### src/rtl/const_map_pkg.sv
// Shared types and constants for the constellation mapper slice.
// mode_e  : modulation selected at frame start
// state_e : sequencing FSM states of const_map_ctrl
// ROM index constants and the Q2.14 +/-1/sqrt2 words stored in flexrom2.
package const_map_pkg;

  typedef enum logic {
    MODE_BPSK = 1'b0,
    MODE_QPSK = 1'b1
  } mode_e;

  typedef enum logic [1:0] {
    IDLE,
    RUN,
    DRAIN,
    DONE
  } state_e;

  localparam int unsigned ADDR_POS_INV_SQRT2 = 0;
  localparam int unsigned ADDR_NEG_INV_SQRT2 = 1;

  // Q2.14 representation of +1/sqrt2 and -1/sqrt2
  localparam logic [15:0] C_POS_INV_SQRT2 = 16'h2D41;
  localparam logic [15:0] C_NEG_INV_SQRT2 = 16'hD2BF;

endpackage

### src/rtl/const_map_ctrl_flexrom2.sv
// flexrom2: two-read-port combinational constellation ROM.
// Ports:
//   addr1/addr2 : read addresses (ADDR_WIDTH)
//   dout1/dout2 : read data (DATA_WIDTH), entry 0 = +1/sqrt2, 1 = -1/sqrt2,
//                 entries 2/3 reserved and read as zero.
module flexrom2
  import const_map_pkg::*;
#(
  parameter int DATA_WIDTH = 16,
  parameter int ADDR_WIDTH = 2
) (
  input  logic [ADDR_WIDTH-1:0] addr1,
  input  logic [ADDR_WIDTH-1:0] addr2,
  output logic [DATA_WIDTH-1:0] dout1,
  output logic [DATA_WIDTH-1:0] dout2
);

  function automatic logic [DATA_WIDTH-1:0] lookup(input logic [ADDR_WIDTH-1:0] a);
    case (a)
      ADDR_WIDTH'(ADDR_POS_INV_SQRT2): return DATA_WIDTH'(C_POS_INV_SQRT2);
      ADDR_WIDTH'(ADDR_NEG_INV_SQRT2): return DATA_WIDTH'(C_NEG_INV_SQRT2);
      default:                         return '0;
    endcase
  endfunction

  always_comb begin
    dout1 = lookup(addr1);
    dout2 = lookup(addr2);
  end

endmodule

### src/rtl/const_map_ctrl.sv
// const_map_ctrl: sequences scrambled bits into the constellation ROM and
// emits one registered I/Q symbol per BPSK (1 bit) or QPSK (2 bit) group.
// Ports:
//   i_clk, i_rst_n            clock, asynchronous active-low reset
//   i_start, i_mode, i_num_syms  frame start (IDLE only), mode and symbol count
//   i_bit, i_bit_valid, o_bit_ready  bit input handshake
//   o_sym_i, o_sym_q, o_sym_valid, i_sym_ready  symbol output handshake
//   o_busy                    high outside IDLE
//   o_done                    one-cycle pulse after the last symbol is taken
// Build option: define PI2_ROT_EN to rotate odd-indexed symbols by +90 deg.
module const_map_ctrl
  import const_map_pkg::*;
#(
  parameter int DATA_WIDTH = 16,
  parameter int ADDR_WIDTH = 2,
  parameter int CNT_WIDTH  = 12
) (
  input  logic                  i_clk,
  input  logic                  i_rst_n,
  input  logic                  i_start,
  input  logic                  i_mode,
  input  logic [CNT_WIDTH-1:0]  i_num_syms,
  input  logic                  i_bit,
  input  logic                  i_bit_valid,
  output logic                  o_bit_ready,
  output logic [DATA_WIDTH-1:0] o_sym_i,
  output logic [DATA_WIDTH-1:0] o_sym_q,
  output logic                  o_sym_valid,
  input  logic                  i_sym_ready,
  output logic                  o_busy,
  output logic                  o_done
);

  state_e                  state, state_nxt;
  mode_e                   mode_q;
  logic [CNT_WIDTH-1:0]    num_q;
  logic [CNT_WIDTH-1:0]    cnt;
  logic                    first_bit;
  logic                    have_first;
  logic                    bit_acc;
  logic                    load;
  logic                    last_load;
  logic                    b_i, b_q;
  logic [ADDR_WIDTH-1:0]   addr_i, addr_q;
  logic [DATA_WIDTH-1:0]   rom_i, rom_q;

  assign bit_acc = i_bit_valid && o_bit_ready;

  // Group assembly: QPSK pairs the stored first bit (I) with the current bit (Q).
  always_comb begin
    b_i  = i_bit;
    b_q  = i_bit;
    load = 1'b0;
    if (mode_q == MODE_QPSK) begin
      b_i  = first_bit;
      load = bit_acc && have_first;
    end else begin
      load = bit_acc;
    end
  end

  assign last_load = load && (cnt == num_q - CNT_WIDTH'(1));

  always_comb begin
    addr_i = {{(ADDR_WIDTH-1){1'b0}}, b_i};
    addr_q = {{(ADDR_WIDTH-1){1'b0}}, b_q};
`ifdef PI2_ROT_EN
    // +90 deg on odd symbols: (I,Q) -> (-Q,I); negation is a sign-bit flip.
    if (cnt[0]) begin
      addr_i = {{(ADDR_WIDTH-1){1'b0}}, ~b_q};
      addr_q = {{(ADDR_WIDTH-1){1'b0}}, b_i};
    end
`endif
  end

  flexrom2 #(
    .DATA_WIDTH(DATA_WIDTH),
    .ADDR_WIDTH(ADDR_WIDTH)
  ) u_rom (
    .addr1(addr_i),
    .addr2(addr_q),
    .dout1(rom_i),
    .dout2(rom_q)
  );

  // State register
  always_ff @(posedge i_clk or negedge i_rst_n) begin
    if (!i_rst_n) state <= IDLE;
    else          state <= state_nxt;
  end

  // Next-state logic
  always_comb begin
    state_nxt = state;
    case (state)
      IDLE:  if (i_start) state_nxt = (i_num_syms == '0) ? DONE : RUN;
      RUN:   if (last_load) state_nxt = DRAIN;
      DRAIN: if (o_sym_valid && i_sym_ready) state_nxt = DONE;
      DONE:  state_nxt = IDLE;
      default: state_nxt = IDLE;
    endcase
  end

  // Output logic
  always_comb begin
    o_bit_ready = (state == RUN) && (!o_sym_valid || i_sym_ready);
    o_busy      = (state != IDLE);
    o_done      = (state == DONE);
  end

  // Frame configuration, bit collector and symbol counter
  always_ff @(posedge i_clk or negedge i_rst_n) begin
    if (!i_rst_n) begin
      mode_q     <= MODE_BPSK;
      num_q      <= '0;
      cnt        <= '0;
      first_bit  <= 1'b0;
      have_first <= 1'b0;
    end else begin
      if (state == IDLE && i_start) begin
        mode_q     <= mode_e'(i_mode);
        num_q      <= i_num_syms;
        cnt        <= '0;
        first_bit  <= 1'b0;
        have_first <= 1'b0;
      end else begin
        if (bit_acc) begin
          if (mode_q == MODE_QPSK && !have_first) begin
            first_bit  <= i_bit;
            have_first <= 1'b1;
          end else begin
            have_first <= 1'b0;
          end
        end
        if (load) cnt <= cnt + CNT_WIDTH'(1);
      end
    end
  end

  // One-deep output register; a load in the acceptance cycle keeps valid high.
  always_ff @(posedge i_clk or negedge i_rst_n) begin
    if (!i_rst_n) begin
      o_sym_i     <= '0;
      o_sym_q     <= '0;
      o_sym_valid <= 1'b0;
    end else if (load) begin
      o_sym_i     <= rom_i;
      o_sym_q     <= rom_q;
      o_sym_valid <= 1'b1;
    end else if (i_sym_ready) begin
      o_sym_valid <= 1'b0;
    end
  end

endmodule
### config.mk
export PLATFORM = sky130hd
export DESIGN_NAME = const_map_ctrl
export DESIGN_NICKNAME = d
export VERILOG_FILES = /design/src/rtl/const_map_pkg.sv /design/src/rtl/const_map_ctrl_flexrom2.sv /design/src/rtl/const_map_ctrl.sv
export SDC_FILE = /design/constraint.sdc
export NUM_CORES = 1
export LEC_CHECK = 0
export BUFFER_PORTS_ARGS = -buffer_cell sky130_fd_sc_hd__buf_2
export CORE_ASPECT_RATIO = 2
export CORE_MARGIN = 2
export CORE_UTILIZATION = 58
export CTS_CLUSTER_DIAMETER = 150
export DETAILED_ROUTE_END_ITERATION = 7
export PLACE_DENSITY = 0.85
export SLEW_MARGIN = 20
export SYNTH_ARGS = -nofsm -noshare
export SYNTH_HDL_FRONTEND = slang
export SYNTH_SLANG_ARGS = --single-unit
### constraint.sdc
create_clock -name i_clk -period 6.9 [get_ports i_clk]
set_clock_uncertainty 0.1 [all_clocks]
set_input_delay 1.38 -clock i_clk [delete_from_list [all_inputs] [get_ports i_clk]]
set_output_delay 1.38 -clock i_clk [all_outputs]
set_load 0.005 [all_outputs]
**Word level (Yosys, flattened, before mapping)**

Cells that the tools add are included.

- Equality and inequality tests: 7
- Add/subtract/negate cells: 2
- Mux-type cells: 19
- Reductions and logical operators: 21

Operators by type and width:

| operator | count |
|---|---|
| $pmux W16 S2 | 2 |
| $mux W12 | 2 |
| $add A12 B1 Y12 const B | 1 |
| $eq A12 B12 Y1 | 1 |
| $logic_not A12 Y1 | 1 |
| $sub A12 B1 Y12 const B | 1 |
| $mux W1 | 10 |
| $reduce_bool A2 Y1 | 5 |
| $mux W2 | 4 |
| $pmux W2 S4 | 1 |
| $logic_and A1 B1 Y1 | 7 |
| $logic_not A2 Y1 | 3 |
| $ne A2 B2 Y1 const B | 3 |
| $eq A2 B2 Y1 const B | 2 |
| $reduce_and A3 Y1 | 1 |
| $eq A2 B1 Y1 const B | 1 |
| $logic_not A1 Y1 | 2 |
| $reduce_and A2 Y1 | 1 |
| $logic_or A1 B1 Y1 | 1 |

- Input port bits: 19
- Register bits after elaboration: 62
- Logic and storage cells: 58

**Depth between registers and ports, before layout**

- Word-level depth: 9
- Depth in mapped cells: 9
- Depth with buffers taken out: 8

**Cells and area by module**

From an unflattened synthesis, not the netlist that was laid out.

- Cell total of the unflattened synthesis: 312
- Area, all modules: 3260.6 µm²

Modules (own cells, without submodules):

| module | area an instance (µm²) | cells each | times used |
|---|---|---|---|
| const_map_ctrl | 3037.9 | 280 | 1 |
| flexrom2 | 222.7 | 32 | 1 |

**Worst setup path after synthesis**

No wires, ideal clock.

- Path kind: input to output
- From: in i_sym_ready
- To: out o_bit_ready
- Setup slack: 3711 ps
- Arrival: 1709 ps
- Required time: 5420 ps
- Path buffers: 0
- Cell stages on the path: 2
- Cells stage by stage: nand2b_1 -> and2_1

- Word-level cells in the longest chain between the ends: 2

RTL lines:

| item | RTL line | RTL |
|---|---|---|
| start: declaration | const_map_ctrl.sv:29 | `input logic i_sym_ready,` |
| $logic_or A1 B1 Y1 | const_map_ctrl.sv:106 | `o_bit_ready = (state == RUN) && (!o_sym_valid \|\| i_sym_ready);` |
| $logic_and A1 B1 Y1 | const_map_ctrl.sv:106 |  |
| end: declaration | const_map_ctrl.sv:25 | `output logic o_bit_ready,` |

No other way between the ends.

**Worst setup path after layout**

Ends and elaborated chain as after synthesis.

==> flow_summary.toml <==
[power]
pwr-share-comb_pct = 49.7
p_int_mw = 0.5643
p_per_area_nw_per_um2 = 408.5
switching_power_mw = 0.4467
max-vdd-ir-drop_mv = 0.2514
clockPowerShare_pct = 14.4
swShare_pct = 44.18
leakage_nw = 1.221
seq_power_share_pct = 35.9

[global_routing]
grt_pass1_vias = 1829
overflow = 0
grt_use_total_pct = 22.51
antenna_found_initial = 0
grt_max_degree = 36
grt_pass1_wl_um = 7859

[clocking]
root_buffer = "clkbuf_8"
clock-sinks = 35
cts_buffers = 5
cts_post_setup_buffers_inserted = 0
postCtsHoldBufs = 0
ctsResizeCount = 0
cts_tree = "yes"
clkTransAtPathRegs_ns = 0.08
h-tree-depth = 2
clockBufferDepth = 2
clk_latency_ns = 0.30

[worst_setup_path]
r2r_slack_ns = 4.01
rr_endpoint = "state[0]"
rr_worst_depth = 8
crit_path_end_kind = "output pin"
critPathArrivalTime_ns = 1.99
critPathLaunchType = "input port"
required_ns = 5.42
cp_max_fo = 4
reg2reg_from = "num_q[0]"
cp-endpoint = "o_bit_ready"
crit_start = "i_sym_ready"
criticalPathCategory = "in2out"

[place]
placed_cell_area_um2 = 2391
dpl_worst_slack_ns = 3.457
dp.cells = 340
dp_hpwl_um = 3497
io_buffer_count = 54
place.gp.congestion = 0.8902

[worst_hold_path]
holdPathStages = 1
hp-class = "reg2reg"

[route]
routed_via_density = 5.575
ant_nets = 0
routedWlPerCell_um = 13.53
drt-total-wl_um = 4709
first_iter_violations = 43
vias = 1940
first_pass_iters = 6
drc = 0

[floorplan]
core-area_um2 = 3844
io_pins = 55
die_area_um2 = 4508
start_util_pct = 59.73
die_w_um = 48.49
fp.dieH_um = 92.98
num_rows = 32

[timing]
relSlewSlack_pct = 31.11
rsz0062_at_grt = "no"
hold_viol = 0
timing.fmax_ghz = 0.2880
post-route-period-util_pct = 50.33
worst_slack_ns = 3.427
fin_setup_tns_ns = 0
slew_violations = 0
min_period_ns = 3.473
setup_viol = 0
worst_slew_pin_slew_ns = 1.033

[synthesis]
ys_seq_area_share_pct = 38.15
ys_top_cells_by_area = "dfrtp_1 38%, nand2_1 9.6%, buf_4 8.8%"
synth_area_leader_cell = "dfrtp_1"
synth_nets = 297
ys_ff_latch = 35
ys_types = 38
synth_flop_cell = "dfrtp_1"
synth_cells = 271
synth_edf_count = 0
syn_avg_cell_area_um2 = 8.472
yosysWarnings = 0
synth_top_area_share_pct = 38.15
syn_area_um2 = 2296
async_flop_share_pct = 100.0

[final_layout]
area_growth_pct = 7.793
antennaDiodeCount = 0
layout-drive-gt1-share_pct = 21.89
nNetsFinal = 322
stdcell_count = 348
fillers = 346
final_area_um2 = 2475

[status]
status = "complete, no violations"

[run]
cap_violations = 0
## state kept, by name, indices dropped and copies added (netlist names)
register	flops
have_first	1
o_sym_valid	1
o_sym_i	3
first_bit	1
cnt	12
mode_q	1
state	2
o_sym_q	2
num_q	12
## cells in the mapped netlist, types with 2 or more instances
cell and number:
nor2_1 20, o211ai_1 3, nand4_1 6, inv_1 8, dfrtp_1 35, nor2b_1 4
buf_2 2, xor2_1 13, ha_1 7, nand2b_1 4, nand3_1 6, a21oi_1 9
or3b_1 3, and3_1 3, clkbuf_1 7, xnor2_1 11, or3_1 6, nand2_1 59
nor4_1 7, o21ai_0 7, buf_4 27, nor3_1 4, a21o_1 2, a32oi_1 2
nand3b_1 2, and2_1 2
## worst min-delay path by stage
stage / to / slack [ns] / startpoint
after floorplan: num_q[11] / 0.37 / num_q[11]
after global placement: o_sym_i[0] / 0.37 / o_sym_i[0]
after detailed placement: o_sym_i[0] / 0.37 / o_sym_i[0]
after CTS: o_sym_i[0] / 0.39 / o_sym_i[0]
after global routing: num_q[11] / 0.44 / num_q[11]
final: o_sym_i[0] / 0.39 / o_sym_i[0]
## cell families after synthesis
kind of cell               after synthesis  synth area share (%)
AOI/OAI and AO/OA                       31                 9.701
DFF                                     35                 38.15
xor gates and xnor gates                24                 9.155
muxes                                    1                0.4360
and+or+nand+nor                        129                 27.03
buffers and inverters                   44                 11.72
adders and majority gates                7                 3.815
## layer usage
layer  track usage (%)  vias up  routed length (um)
met5                 0        -                   0
met4             13.81        0                 171
met3             3.195       15                 196
met2             42.36       60                2612
met1             22.90      924                1729
li1                  -      941                   -
## power by group through the flow
stage | clock network [mW] | registers, mW | logic [mW]
6_report | 0.145 | 0.363 | 0.503
5_1_grt | 0.153 | 0.375 | 0.565
4_1_cts | 0.145 | 0.362 | 0.506
3_5_place_dp | 0 | 0.363 | 0.502
3_3_place_gp | 0 | 0.359 | 0.487
2_1_floorplan | 0 | 0.350 | 0.438
## stage by stage
stage               utilization [%]  power, mW  hold WS (ns)
finish                        64.39      1.011        0.3851
global route                  64.39      1.093        0.4357
CTS                           64.39      1.013        0.3946
detailed placement            62.21     0.8651        0.3716
global placement              62.21     0.8463        0.3677
floorplan                         -     0.7886        0.3665
## critical path, cell delays in order
cell and delay, ns:
buf_2 0.10, nand2b_1 0.19, and2_1 0.19, buf_2 0.12
## area by class of cell
class	instances	area (um2)	share of cell area, %
inverters	8	30.03	1.213
flip-flops and latches	35	875.8	35.39
repair buffers	54	270.3	10.92
well taps	51	63.81	2.578
clock inverters	3	15.01	0.6067
clock buffers	5	68.82	2.781
multi-input cells	192	1151	46.51
## cells in the final DEF, fill, tap and decap left out, types with 2 or more instances in the layout
cell	n
nand2_1	59
buf_2	54
dfrtp_1	35
nor2_1	20
xor2_1	13
xnor2_1	11
a21oi_1	9
inv_1	8
nor4_1	7
o21ai_0	7
ha_1	7
nand4_1	6
or3_1	6
nand3_1	6
clkbuf_8	5
nand2b_1	4
nor2b_1	4
nor3_1	4
and3_1	3
or3b_1	3
o211ai_1	3
clkinv_2	3
and2_1	2
a21o_1	2
nand3b_1	2
a32oi_1	2
Power figures use the tool's default switching activity.
